[config.mk]
export PLATFORM = sky130hd
export DESIGN_NAME = wakeup_tag_broadcaster
export DESIGN_NICKNAME = d
export VERILOG_FILES = /design/src/rtl/wakeup_tag_broadcaster_pkg.sv /design/src/rtl/wakeup_tag_broadcaster_lane_delay_line.sv /design/src/rtl/wakeup_tag_broadcaster.sv
export SDC_FILE = /design/constraint.sdc
export NUM_CORES = 1
export LEC_CHECK = 0
export CELL_PAD_IN_SITES_DETAIL_PLACEMENT = 0
export CELL_PAD_IN_SITES_GLOBAL_PLACEMENT = 2
export CORE_MARGIN = 2
export CORE_UTILIZATION = 37
export CTS_CLUSTER_SIZE = 40
export DETAILED_ROUTE_END_ITERATION = 12
export PLACE_DENSITY = 0.92
export SLEW_MARGIN = 0
export SYNTH_ARGS = -nofsm -noshare
export SYNTH_HDL_FRONTEND = slang
export SYNTH_SLANG_ARGS = --single-unit
[constraint.sdc]
create_clock -name clk -period 4.3 [get_ports clk]
set_clock_uncertainty 0.1 [all_clocks]
set_input_delay 1.29 -clock clk [delete_from_list [all_inputs] [get_ports clk]]
set_output_delay 1.29 -clock clk [all_outputs]
set_load 0.02 [all_outputs]
[src/rtl/wakeup_tag_broadcaster_pkg.sv]
// Shared types for the issue-queue wakeup tag broadcaster.
// Stage entries, latency field and the empty-entry constant.
package wakeup_tag_broadcaster_pkg;

    localparam int DEF_ISSUE_W = 4;
    localparam int DEF_TAG_W   = 7;
    localparam int DEF_MAX_LAT = 4;
    localparam int DEF_LAT_W   = 3;

    typedef logic [DEF_LAT_W-1:0] lat_t;

    typedef struct packed {
        logic                 valid;
        logic [DEF_TAG_W-1:0] tag;
    } stage_t;

    localparam stage_t STAGE_EMPTY = '{valid: 1'b0, tag: '0};

endpackage

[src/rtl/wakeup_tag_broadcaster_lane_delay_line.sv]
// One lane of the wakeup broadcaster: MAX_LAT-stage shift/insert line.
// Reports slot occupancy and flags illegal or colliding issues.
module wakeup_lane_delay_line
    import wakeup_tag_broadcaster_pkg::*;
#(
    parameter int MAX_LAT = DEF_MAX_LAT
) (
    input  logic                 clk,
    input  logic                 reset,
    input  logic                 active,
    input  logic                 flush,
    input  logic                 issue_valid,
    input  logic [DEF_TAG_W-1:0] issue_tag,
    input  lat_t                 issue_lat,
    output logic                 bcast_valid,
    output logic [DEF_TAG_W-1:0] bcast_tag,
    output logic [MAX_LAT-1:0]   slot_busy,
    output logic                 collision
);

    stage_t s_q [MAX_LAT];
    stage_t s_d [MAX_LAT];
    logic   lat_ok;

    always_comb begin
        s_d[MAX_LAT-1] = STAGE_EMPTY;
        for (int k = 0; k < MAX_LAT-1; k++) begin
            s_d[k] = s_q[k+1];
        end
        collision = 1'b0;
        lat_ok = (issue_lat != '0) && (issue_lat <= lat_t'(MAX_LAT));
        if (issue_valid && active && !flush) begin
            if (!lat_ok) begin
                collision = 1'b1;
            end else begin
                // Target slot is checked after the shift: an occupant wins.
                for (int k = 0; k < MAX_LAT; k++) begin
                    if (lat_t'(k+1) == issue_lat) begin
                        if (s_d[k].valid) begin
                            collision = 1'b1;
                        end else begin
                            s_d[k] = '{valid: 1'b1, tag: issue_tag};
                        end
                    end
                end
            end
        end
        if (flush || !active) begin
            for (int k = 0; k < MAX_LAT; k++) begin
                s_d[k] = STAGE_EMPTY;
            end
        end
    end

    always_ff @(posedge clk or negedge reset) begin
        if (!reset) begin
            s_q <= '{default: STAGE_EMPTY};
        end else begin
            s_q <= s_d;
        end
    end

    always_comb begin
        slot_busy = '1;
        if (active) begin
            slot_busy[MAX_LAT-1] = 1'b0;
            for (int k = 0; k < MAX_LAT-1; k++) begin
                slot_busy[k] = s_q[k+1].valid;
            end
        end
    end

    assign bcast_valid = active && s_q[0].valid;
    assign bcast_tag   = bcast_valid ? s_q[0].tag : '0;

endmodule

[src/rtl/wakeup_tag_broadcaster.sv]
// Wakeup tag broadcaster: per-lane delay lines feeding the wakeup CAM.
// Collisions from all lanes fold into one sticky error flag.
module wakeup_tag_broadcaster
    import wakeup_tag_broadcaster_pkg::*;
#(
    parameter int ISSUE_W = DEF_ISSUE_W,
    parameter int TAG_W   = DEF_TAG_W,
    parameter int MAX_LAT = DEF_MAX_LAT,
    parameter int LAT_W   = DEF_LAT_W
) (
    input  logic                            clk,
    input  logic                            reset,
    input  logic [ISSUE_W-1:0]              issueValid_i,
    input  logic [ISSUE_W-1:0][TAG_W-1:0]   issueTag_i,
    input  logic [ISSUE_W-1:0][LAT_W-1:0]   issueLat_i,
    input  logic [ISSUE_W-1:0]              laneActive_i,
    input  logic                            flush_i,
    output logic [ISSUE_W-1:0][MAX_LAT-1:0] slotBusy_o,
    output logic [ISSUE_W-1:0]              bcastValid_o,
    output logic [ISSUE_W-1:0][TAG_W-1:0]   bcastTag_o,
    output logic                            collision_o
);

    logic [ISSUE_W-1:0] lane_coll;
    logic               collision_q;

    for (genvar g = 0; g < ISSUE_W; g++) begin : g_lane
        wakeup_lane_delay_line #(
            .MAX_LAT (MAX_LAT)
        ) u_line (
            .clk         (clk),
            .reset       (reset),
            .active      (laneActive_i[g]),
            .flush       (flush_i),
            .issue_valid (issueValid_i[g]),
            .issue_tag   (issueTag_i[g]),
            .issue_lat   (issueLat_i[g]),
            .bcast_valid (bcastValid_o[g]),
            .bcast_tag   (bcastTag_o[g]),
            .slot_busy   (slotBusy_o[g]),
            .collision   (lane_coll[g])
        );
    end

    always_ff @(posedge clk or negedge reset) begin
        if (!reset) begin
            collision_q <= 1'b0;
        end else if (|lane_coll) begin
            collision_q <= 1'b1;
        end
    end

    assign collision_o = collision_q;

endmodule
=== Yosys cells after proc, flatten, opt, wreduce, memory -nomap -nowiden ===
Index checks and enable logic that the tools add are counted.

* Latch bits: 0
* Memory bits (writable): 0
* Logic and storage cells: 163
* Bits in read-only memories: 0
* Output and inout port bits: 49
* Bits of input ports: 51
* Memories kept: 0
* Register bits after elaboration: 129

* Bitwise logic cells: 0
* Shift-type cells: 0
* Reduce and logical (&&, ||, !) cells: 30
* Add/sub/neg operators: 0
* Order comparisons: 4
* Div/mod/pow operators: 0
* Equal/unequal tests: 16
* Multipliers: 0
* Multiplexer cells: 80

{| class="wikitable"
|+ Operators by type and width
! kind !! number
|-
| 32-bit 2-to-1 mux || 12
|-
| 8-bit 2-to-1 mux || 16
|-
| 7-bit 2-to-1 mux || 16
|-
| 1-bit 2-to-1 mux || 32
|-
| 2-bit by 3-bit == test with 1-bit output, first input constant || 8
|-
| 1-bit logical AND || 16
|-
| 4-bit 2-to-1 mux || 4
|-
| 1-bit by 3-bit == test with 1-bit output, first input constant || 4
|-
| 3-bit == test, first input constant || 4
|-
| 3-bit <= comparator, second input constant || 4
|-
| 3-bit nonzero test || 4
|-
| 1-bit zero test || 5
|-
| 1-bit logical OR || 4
|-
| 4-bit OR reduction || 1
|}

=== Logic depth before layout (Yosys ltp) ===
Gate-level depths: netlist of the first run.

* Depth after elaboration: 9
* Depth in mapped cells: 9
* Gate-level depth less buffers: 6

=== By module ===
Synthesis of the first run repeated with hierarchy kept, for this count alone.

* Cell total of the unflattened synthesis: 544
* Area, all modules: 6018.3 um^2

{| class="wikitable"
|+ Modules (own cells, without submodules)
! module !! sequential area each (um^2) !! times used !! cells an instance !! area an instance (um^2)
|-
| wakeup_lane_delay_line || 800.8 || 4 || 135 || 1495.2
|-
| wakeup_tag_broadcaster || 25.0 || 1 || 4 || 37.5
|}

=== Worst setup path after synthesis of the first run ===
No wires, ideal clock.

* Path kind: input to output
* Start: input port laneActive_i[0]
* End: output port bcastTag_o[0] in the netlist's numbering
* Path slack: 1.135 ns
* Arrival time: 1.775 ns
* Data required time: 2.910 ns
* Stages: 2
* Buffers on the path: 1
* Path through: clkbuf_1 -> and3_1

{| class="wikitable"
|+ RTL lines
! item !! RTL line !! source
|-
| start, declared || wakeup_tag_broadcaster.sv:16 || <nowiki>input logic [ISSUE_W-1:0] laneActive_i,</nowiki>
|-
| end, declared || wakeup_tag_broadcaster.sv:20 || <nowiki>output logic [ISSUE_W-1:0][TAG_W-1:0] bcastTag_o,</nowiki>
|}

==> flow_summary.ini, run 1 <==
[hold_path]
min_to = collision_o
min_from = collision_o
min_path_cells = 1
hold_path.class = flop to flop

[power_and_ir_drop]
p_sw_frac = 0.218
peakVddDrop_uv = 206
p_per_area_nw_per_um2 = 380
intPower_w = 0.00226
clkPwrFrac = 0.505
p_leak_nw = 3.75
p_comb_frac = 0.072
p_switching_w = 0.000628
seqPwrFrac = 0.423

[sta]
slew_viol_final = 0
fin_tns_setup_ps = 0
setup_ws_ps = 143
holdWs_ps = 373
rsz0062_at_grt = no
tightest_slew_ps = 714
timing.final.crit_period_ps = 4160
max_freq_ghz = 0.241
period_share = 0.967
slew_headroom = 0.524
hold_viol = 0
setup_viol = 0

[drt]
antenna_left = 0
vias_per_cell = 4.85
wire_per_inst_um = 14.4
num_vias = 4126
routed_wl_mm = 12.2
dr.pass1.iters = 4
drc = 0
first_iter_violations = 296

[clocking]
cts_htree_levels = 4
cts_tree = yes
clock-sinks = 129
numCtsBuffers = 17
cts_setup_buffers = 0
clkLatencyLatePin_ps = 410
cts_resized = 0
cts_hold_buf = 0
clockBufferDepth = 2
clkTransAtPathRegs_ps = 50
cts-root-buf = clkbuf_16

[job]
drv_cap = 0

[yosys]
synth_area_sq_um = 5790
async_reset_ff_frac = 1.00
ys.flop_type = dfrtp_1
synth-xor-area-share = 0
synthSimpleGateAreaFrac = 0.234
muxShareOfSynthArea = 0.117
avgSynthCellArea_sq_um = 10.9
synth-seq-cells = 129
synth_compound_area_frac = 0.0368
synth_edf_count = 0
synth_cell_types = 37
synth_top_family_by_area = simple AND/OR/NAND/NOR gates
syn_inst = 530
synth_fa_ha_area_frac = 0.0173
synth.yosys.seq_area_share = 0.558
synth_warnings = 0
syn_nets = 589

[place]
placed_cells = 819
port-buffer-count = 99
hpwl_mm = 8.52
place_ws_ps = 128
globalplace.congestion = 0.796

[setup_path]
cp-start-kind = primary input
r2r_start = g_lane[0].u_line.s_q[7]
slowest_stage = clkdlybuf4s50_1
crit_required_ps = 2910
cp-end-kind = primary output
cp_max_fo = 13
slowest_delay_ps = 670
path_cells = clkdlybuf4s50_1, and3_1, clkdlybuf4s50_1
cp_common_cell = clkdlybuf4s50_1
worstRegToRegCells = 4
rr_endpoint = collision_o
worstPathArrival_ps = 2770
worst-setup-path-type = primary input to primary output
r2r_slack_ps = 2430

[finish]
drive_above_1_share = 0.0906
areaGrowthSynthToFinish_pct = 31.3
final_util = 0.498
diodes = 0
fin_cells = 851
final_net_count = 686

[die]
start_util = 0.379
core_sq_um = 15300
die_area_sq_um = 16700
die_h_um = 129
ios = 100
rows = 45
dieWidth_um = 129

[global_routing]
antenna_found_initial = 0
grt_max_degree = 76
grt_util_all_layers = 0.156
overflow = 0
grt_pass1_wl_mm = 20.3
grt_pass1_vias = 3981

[outcome]
outcome = finished clean
[metrics by stage]
stage | power [W] | cell area, sq um
after floorplan | 0.00132 | 5790
after global placement | 0.00145 | 6990
after detailed placement | 0.00145 | 6990
after CTS | 0.00292 | 7600
after global routing | 0.00300 | 7600
final | 0.00289 | 7600
[power by group through the flow]
stage | clock network, W | logic [W] | registers (W)
final | 0.00146 | 0.000208 | 0.00122
after detailed placement | 0 | 0.000210 | 0.00124
after global placement | 0 | 0.000206 | 0.00124
after global routing | 0.00155 | 0.000229 | 0.00122
after CTS | 0.00149 | 0.000211 | 0.00122
after floorplan | 0 | 0.0000799 | 0.00124
[synthesized netlist by cell type, drive strengths merged, types with 3 or more instances]
cell / count / area (sq um)
ha: 8 / 100
a31oi: 7 / 43.8
a221oi: 3 / 32.5
nand4b: 3 / 26.3
buf: 15 / 91.3
nand2: 30 / 113
mux2: 3 / 33.8
nor2: 82 / 308
o21ai: 21 / 105
mux2i: 64 / 641
and2: 11 / 68.8
nand3b: 3 / 22.5
nand2b: 19 / 119
nor4: 4 / 67.6
and3: 52 / 325
inv: 13 / 48.8
dfrtp: 129 / 3230
nand3: 11 / 55.1
nor3b: 6 / 45.0
nor2b: 6 / 37.5
clkbuf: 20 / 76.3
nor3: 6 / 30.0
nand4bb: 3 / 66.3
and4bb: 3 / 37.5
[how the worst max path moves through the flow]
stage	slack, ps	endpoint	cells past startpoint	from
finish	140	bcastTag_o[20]	3	laneActive_i[2]
global route	40	bcastTag_o[20]	3	laneActive_i[2]
CTS	120	bcastTag_o[20]	3	laneActive_i[2]
detailed placement	130	bcastTag_o[20]	3	laneActive_i[2]
global placement	150	bcastTag_o[18]	3	laneActive_i[2]
floorplan	1130	bcastTag_o[0]	2	laneActive_i[0]
[cell families (layout without fill, tap and decap cells)]
| group | after synthesis | after routing |
|---|---|---|
| and+or+nand+nor | 243 | 243 |
| DFF | 129 | 129 |
| muxes | 67 | 67 |
| buffers and inverters | 48 | 158 |
| AOI/OAI and AO/OA | 35 | 35 |
| adders and majority gates | 8 | 8 |
[layout by cell type, fill, tap and decap left out, drive strengths merged, types with 11 or more instances in the layout]
cell           count
buf               15
inv               13
nand2             30
dfrtp            129
nor2              82
o21ai             21
and3              52
mux2i             64
nand3             11
clkbuf            22
and2              11
nand2b            19
clkdlybuf4s50     98
[registers in the layout, summed over array words and instances, names as in the netlist]
register,cells
collision_o,1
g_lane.u_line.s_q,128
[layout make-up]
type | instances | area, sq um
fillers | 1375 | 7660
flip-flops and latches | 129 | 3230
multi-input cells | 353 | 2340
repair buffers | 113 | 1110
clock buffers | 22 | 474
well taps | 211 | 264
clock inverters | 10 | 133
inverters | 13 | 48.8
[critical path: cells and delay by family]
family                 cells  cell delay (ps)
AND/OR/NAND/NOR            1              210
buffers and inverters      2             1270
[routing by layer]
layer / part of all wire / routed length, um / global-route usage / vias to the layer above
li1: - / - / - / 1992
met1: 0.45 / 5450 / 0.202 / 2019
met2: 0.49 / 5970 / 0.252 / 98
met3: 0.051 / 619 / 0.0417 / 17
met4: 0.017 / 203 / 0.0633 / 0
met5: 0 / 0 / 0 / -
No activity file was read; power rests on OpenSTA's default activity.
==> run 2: changes to the inputs <==
Settings changed: GPL_TIMING_DRIVEN set to 0, SKIP_CTS_REPAIR_TIMING set to 1.
==> flow_summary.ini, run 2 (synthesis results as in run 1) <==
[outcome]
outcome = finished clean

[clocking]
clkTransAtPathRegs_ps = 50
clockBufferDepth = 2
cts-root-buf = clkbuf_16
cts_tree = yes
clkLatencyLatePin_ps = 410
clock-sinks = 129
numCtsBuffers = 17
cts_htree_levels = 4

[global_routing]
overflow = 0
grt_util_all_layers = 0.162
grt_pass1_wl_mm = 21.0
grt_max_degree = 101
grt_pass1_vias = 4335
antenna_found_initial = 0

[die]
ios = 100
die_area_sq_um = 16700
rows = 45
die_h_um = 129
dieWidth_um = 129
start_util = 0.379
core_sq_um = 15300

[setup_path]
slowest_stage = clkdlybuf4s50_1
cp_num_buf_inv = 4
worstPathArrival_ps = 2620
cp-end-kind = primary output
worst-setup-path-type = primary input to primary output
path_cells = dlymetal6s2s_1, clkbuf_2, and2_1, buf_4, clkdlybuf4s50_1
slowest_delay_ps = 590
cp_max_fo = 10
cp_top_family = buffers and inverters
crit_required_ps = 2910
cp-start-kind = primary input

[finish]
final_cell_mix = dfrtp_1, clkdlybuf4s50_1, nor2_1
final_common_cell = dfrtp_1
drive_above_1_share = 0.102
n_fill_cell = 1363
ff_latch_area_sq_um = 3230
areaGrowthSynthToFinish_pct = 32.5
diodes = 0
regMostFlops = g_lane.u_line.s_q
largest_reg_flops = 128
multi_input_area_sq_um = 2340
final_net_count = 706

[drt]
vias_per_cell = 4.76
drc = 0
num_vias = 4146
antenna_left = 0
first_iter_violations = 282
routed_wl_mm = 12.4
dr.pass1.iters = 4
wire_per_inst_um = 14.3

[power_and_ir_drop]
peakVddDrop_uv = 207
p_leak_nw = 3.82
p_sw_frac = 0.228
p_per_area_nw_per_um2 = 372
seqPwrFrac = 0.427
p_switching_w = 0.000650
p_comb_frac = 0.074
intPower_w = 0.00221
p_total_w = 0.00286
clkPwrFrac = 0.499

[job]
drv_cap = 0

[sta]
setup_viol = 0
slew_viol_final = 0
holdWs_ps = 372
tightest_slew_ps = 668
slew_headroom = 0.551
max_freq_ghz = 0.250
period_share = 0.932
rsz0062_at_grt = no
timing.final.crit_period_ps = 4010
hold_viol = 0
setup_ws_ps = 294

[place]
hpwl_mm = 9.02
globalplace.congestion = 0.834
port-buffer-count = 97
place_ws_ps = -187

[hold_path]
hold_path.class = flop to flop
[run 2: path summary, 6_finish.rpt]
| path | start | end | slack, ps | cells after the start |
|---|---|---|---|---|
| worst max-delay path | laneActive_i[3] | bcastValid_o[3] | 290 | 5 |
| worst min-delay path | collision_o | collision_o | 370 | 1 |
| worst max register to register | g_lane[0].u_line.s_q[7] | collision_o | 2490 | 4 |
| worst min register to register | collision_o | collision_o | 370 | 1 |
| max in group asynchronous | reset | g_lane[3].u_line.s_q[21] | 2700 | 2 |
| min in group asynchronous | reset | g_lane[2].u_line.s_q[30] | 640 | 1 |
[run 2: routing by layer]
layer,share of wire,vias to the layer above,global-route usage
met3,0.049,14,0.0442
li1,-,2046,-
met5,0,-,0
met2,0.49,95,0.268
met4,0.017,0,0.0671
met1,0.45,1991,0.202
[run 2: stage by stage]
step / util / TNS (ps) / std cells / instance area, sq um
finish: 0.502 / 0 / 871 / 7670
global route: 0.502 / 0 / 871 / 7670
CTS: 0.501 / -3580 / 871 / 7650
detailed placement: 0.462 / -3430 / 839 / 7050
global placement: 0.460 / -399970 / 838 / 7020
floorplan: - / 0 / 530 / 5790
[run 2: final cells by class]
class,count,area share
flip-flops and latches,129,0.421
multi-input cells,353,0.306
repair buffers,98,0.132
clock buffers,20,0.0609
well taps,211,0.0344
plain buffers,35,0.0228
clock inverters,12,0.0171
inverters,13,0.00637
[run 2: power by group through the flow]
stage          sequential, W  clock (W)  combinational, W
6_report             0.00122    0.00143          0.000210
5_1_grt              0.00122    0.00150          0.000232
4_1_cts              0.00122    0.00145          0.000213
3_5_place_dp         0.00124          0          0.000211
3_3_place_gp         0.00124          0          0.000204
2_1_floorplan        0.00124          0         0.0000799
==> run 3: changes to the inputs <==
Settings changed: RECOVER_POWER set to 100.
==> flow_summary.ini, run 3 (synthesis results as in run 1) <==
[drt]
vias_per_cell = 4.80
wire_per_inst_um = 14.3
routed_wl_mm = 12.4
first_iter_violations = 251
antenna_left = 0
num_vias = 4185
dr.pass1.iters = 4
drc = 0

[clocking]
cts_tree = yes
cts_htree_levels = 4
clkTransAtPathRegs_ps = 50
clkLatencyLatePin_ps = 410
clock-sinks = 129
cts-root-buf = clkbuf_16
numCtsBuffers = 17
clockBufferDepth = 2

[finish]
fin_cells = 872
final_net_count = 706
multi_input_area_sq_um = 2280
ff_latch_area_sq_um = 3230
final_common_cell = dfrtp_1
n_fill_cell = 1386
drive_above_1_share = 0.0742
areaGrowthSynthToFinish_pct = 30.3
regMostFlops = g_lane.u_line.s_q
final_cell_mix = dfrtp_1, nor2_1, mux2i_1
largest_reg_flops = 128

[power_and_ir_drop]
p_leak_nw = 3.83
peakVddDrop_uv = 207
p_per_area_nw_per_um2 = 377

[place]
port-buffer-count = 97
hpwl_mm = 9.02
placed_cells = 839
globalplace.congestion = 0.834
place_ws_ps = -187

[outcome]
outcome = finished, violations left
violations = capacitance limit

[setup_path]
cp-end-kind = primary output
cp_common_cell = clkbuf_1
rr_endpoint = g_lane[3].u_line.s_q[24]
cp_top_family = buffers and inverters
cp-start-kind = primary input
slowest_stage = dlygate4sd3_1
path_cells = clkbuf_1, clkbuf_1, and3_1, dlygate4sd3_1
slowest_delay_ps = 680
crit_required_ps = 2910
worstPathArrival_ps = 2700
worst-setup-path-type = primary input to primary output
r2r_start = g_lane[3].u_line.s_q[23]
cp_max_fo = 10
r2r_slack_ps = 2350
worstRegToRegCells = 3
cp_num_buf_inv = 3

[sta]
timing.final.crit_period_ps = 4090
tightest_slew_ps = 1500
fin_tns_setup_ps = 0
max_freq_ghz = 0.245
period_share = 0.951
rsz0062_at_grt = no
setup_ws_ps = 210
holdWs_ps = 365
hold_viol = 0
setup_viol = 0
slew_viol_final = 0
slew_headroom = 0.000165

[global_routing]
grt_pass1_wl_mm = 21.0
overflow = 0
grt_pass1_vias = 4335
antenna_found_initial = 1
grt_util_all_layers = 0.162
grt_max_degree = 101

[hold_path]
min_to = collision_o
min_from = collision_o
min_path_cells = 1
hold_path.class = flop to flop

[die]
die_area_sq_um = 16700
start_util = 0.379
dieWidth_um = 129
core_sq_um = 15300
die_h_um = 129
ios = 100
rows = 45

[job]
drv_cap = 1
## run 3: changes by cell type in the layout (fill, tap and decap cells not counted), moves of 4 or more
cell,delta
clkdlybuf4s50_1,-45
and2_0,+6
and2_1,-6
clkbuf_1,+16
dlygate4sd3_1,+45
buf_2,-8
clkbuf_2,-4
## run 3: area by class of cell
type,count,area share
antenna,1,0.000332
clock buffer,20,0.0619
timing repair buffer,98,0.128
inverter,13,0.00647
sequential,129,0.428
multi-input combinational,353,0.302
tap,211,0.0350
buffer,35,0.0202
clock inverter,12,0.0174
## run 3: how the worst max path moves through the flow
stage | start | cells past startpoint | slack [ps] | to
after floorplan | laneActive_i[0] | 2 | 1130 | bcastTag_o[0]
after global placement | reset | 1 | -3090 | g_lane[3].u_line.s_q[11]
after detailed placement | laneActive_i[2] | 5 | -190 | bcastValid_o[2]
after CTS | laneActive_i[2] | 5 | -190 | bcastValid_o[2]
after global routing | laneActive_i[2] | 4 | 100 | bcastTag_o[14]
final | laneActive_i[3] | 4 | 210 | bcastTag_o[24]
## run 3: per-layer routing
metal / vias to the layer above / track usage / wire, um
li1: 2046 / - / -
met1: 2025 / 0.202 / 5490
met2: 101 / 0.268 / 6130
met3: 13 / 0.0442 / 621
met4: 0 / 0.0671 / 211
met5: - / 0 / 0
## run 3: metrics by stage
stage	cell area [sq um]	util	power, W
CTS	7650	0.501	0.00288
detailed placement	7050	0.462	0.00145
global placement	7020	0.460	0.00145
global route	7540	0.494	0.00294
finish	7540	0.494	0.00284
floorplan	5790	-	0.00132
## run 3: power by group
| part | internal (W) | switching [W] | leakage, nW |
|---|---|---|---|
| Combinational | 0.0000773 | 0.000119 | 1.75 |
| Sequential | 0.00122 | 0.00000190 | 1.80 |
| Clock | 0.000899 | 0.000525 | 0.285 |
| Total | 0.00219 | 0.000646 | 3.83 |
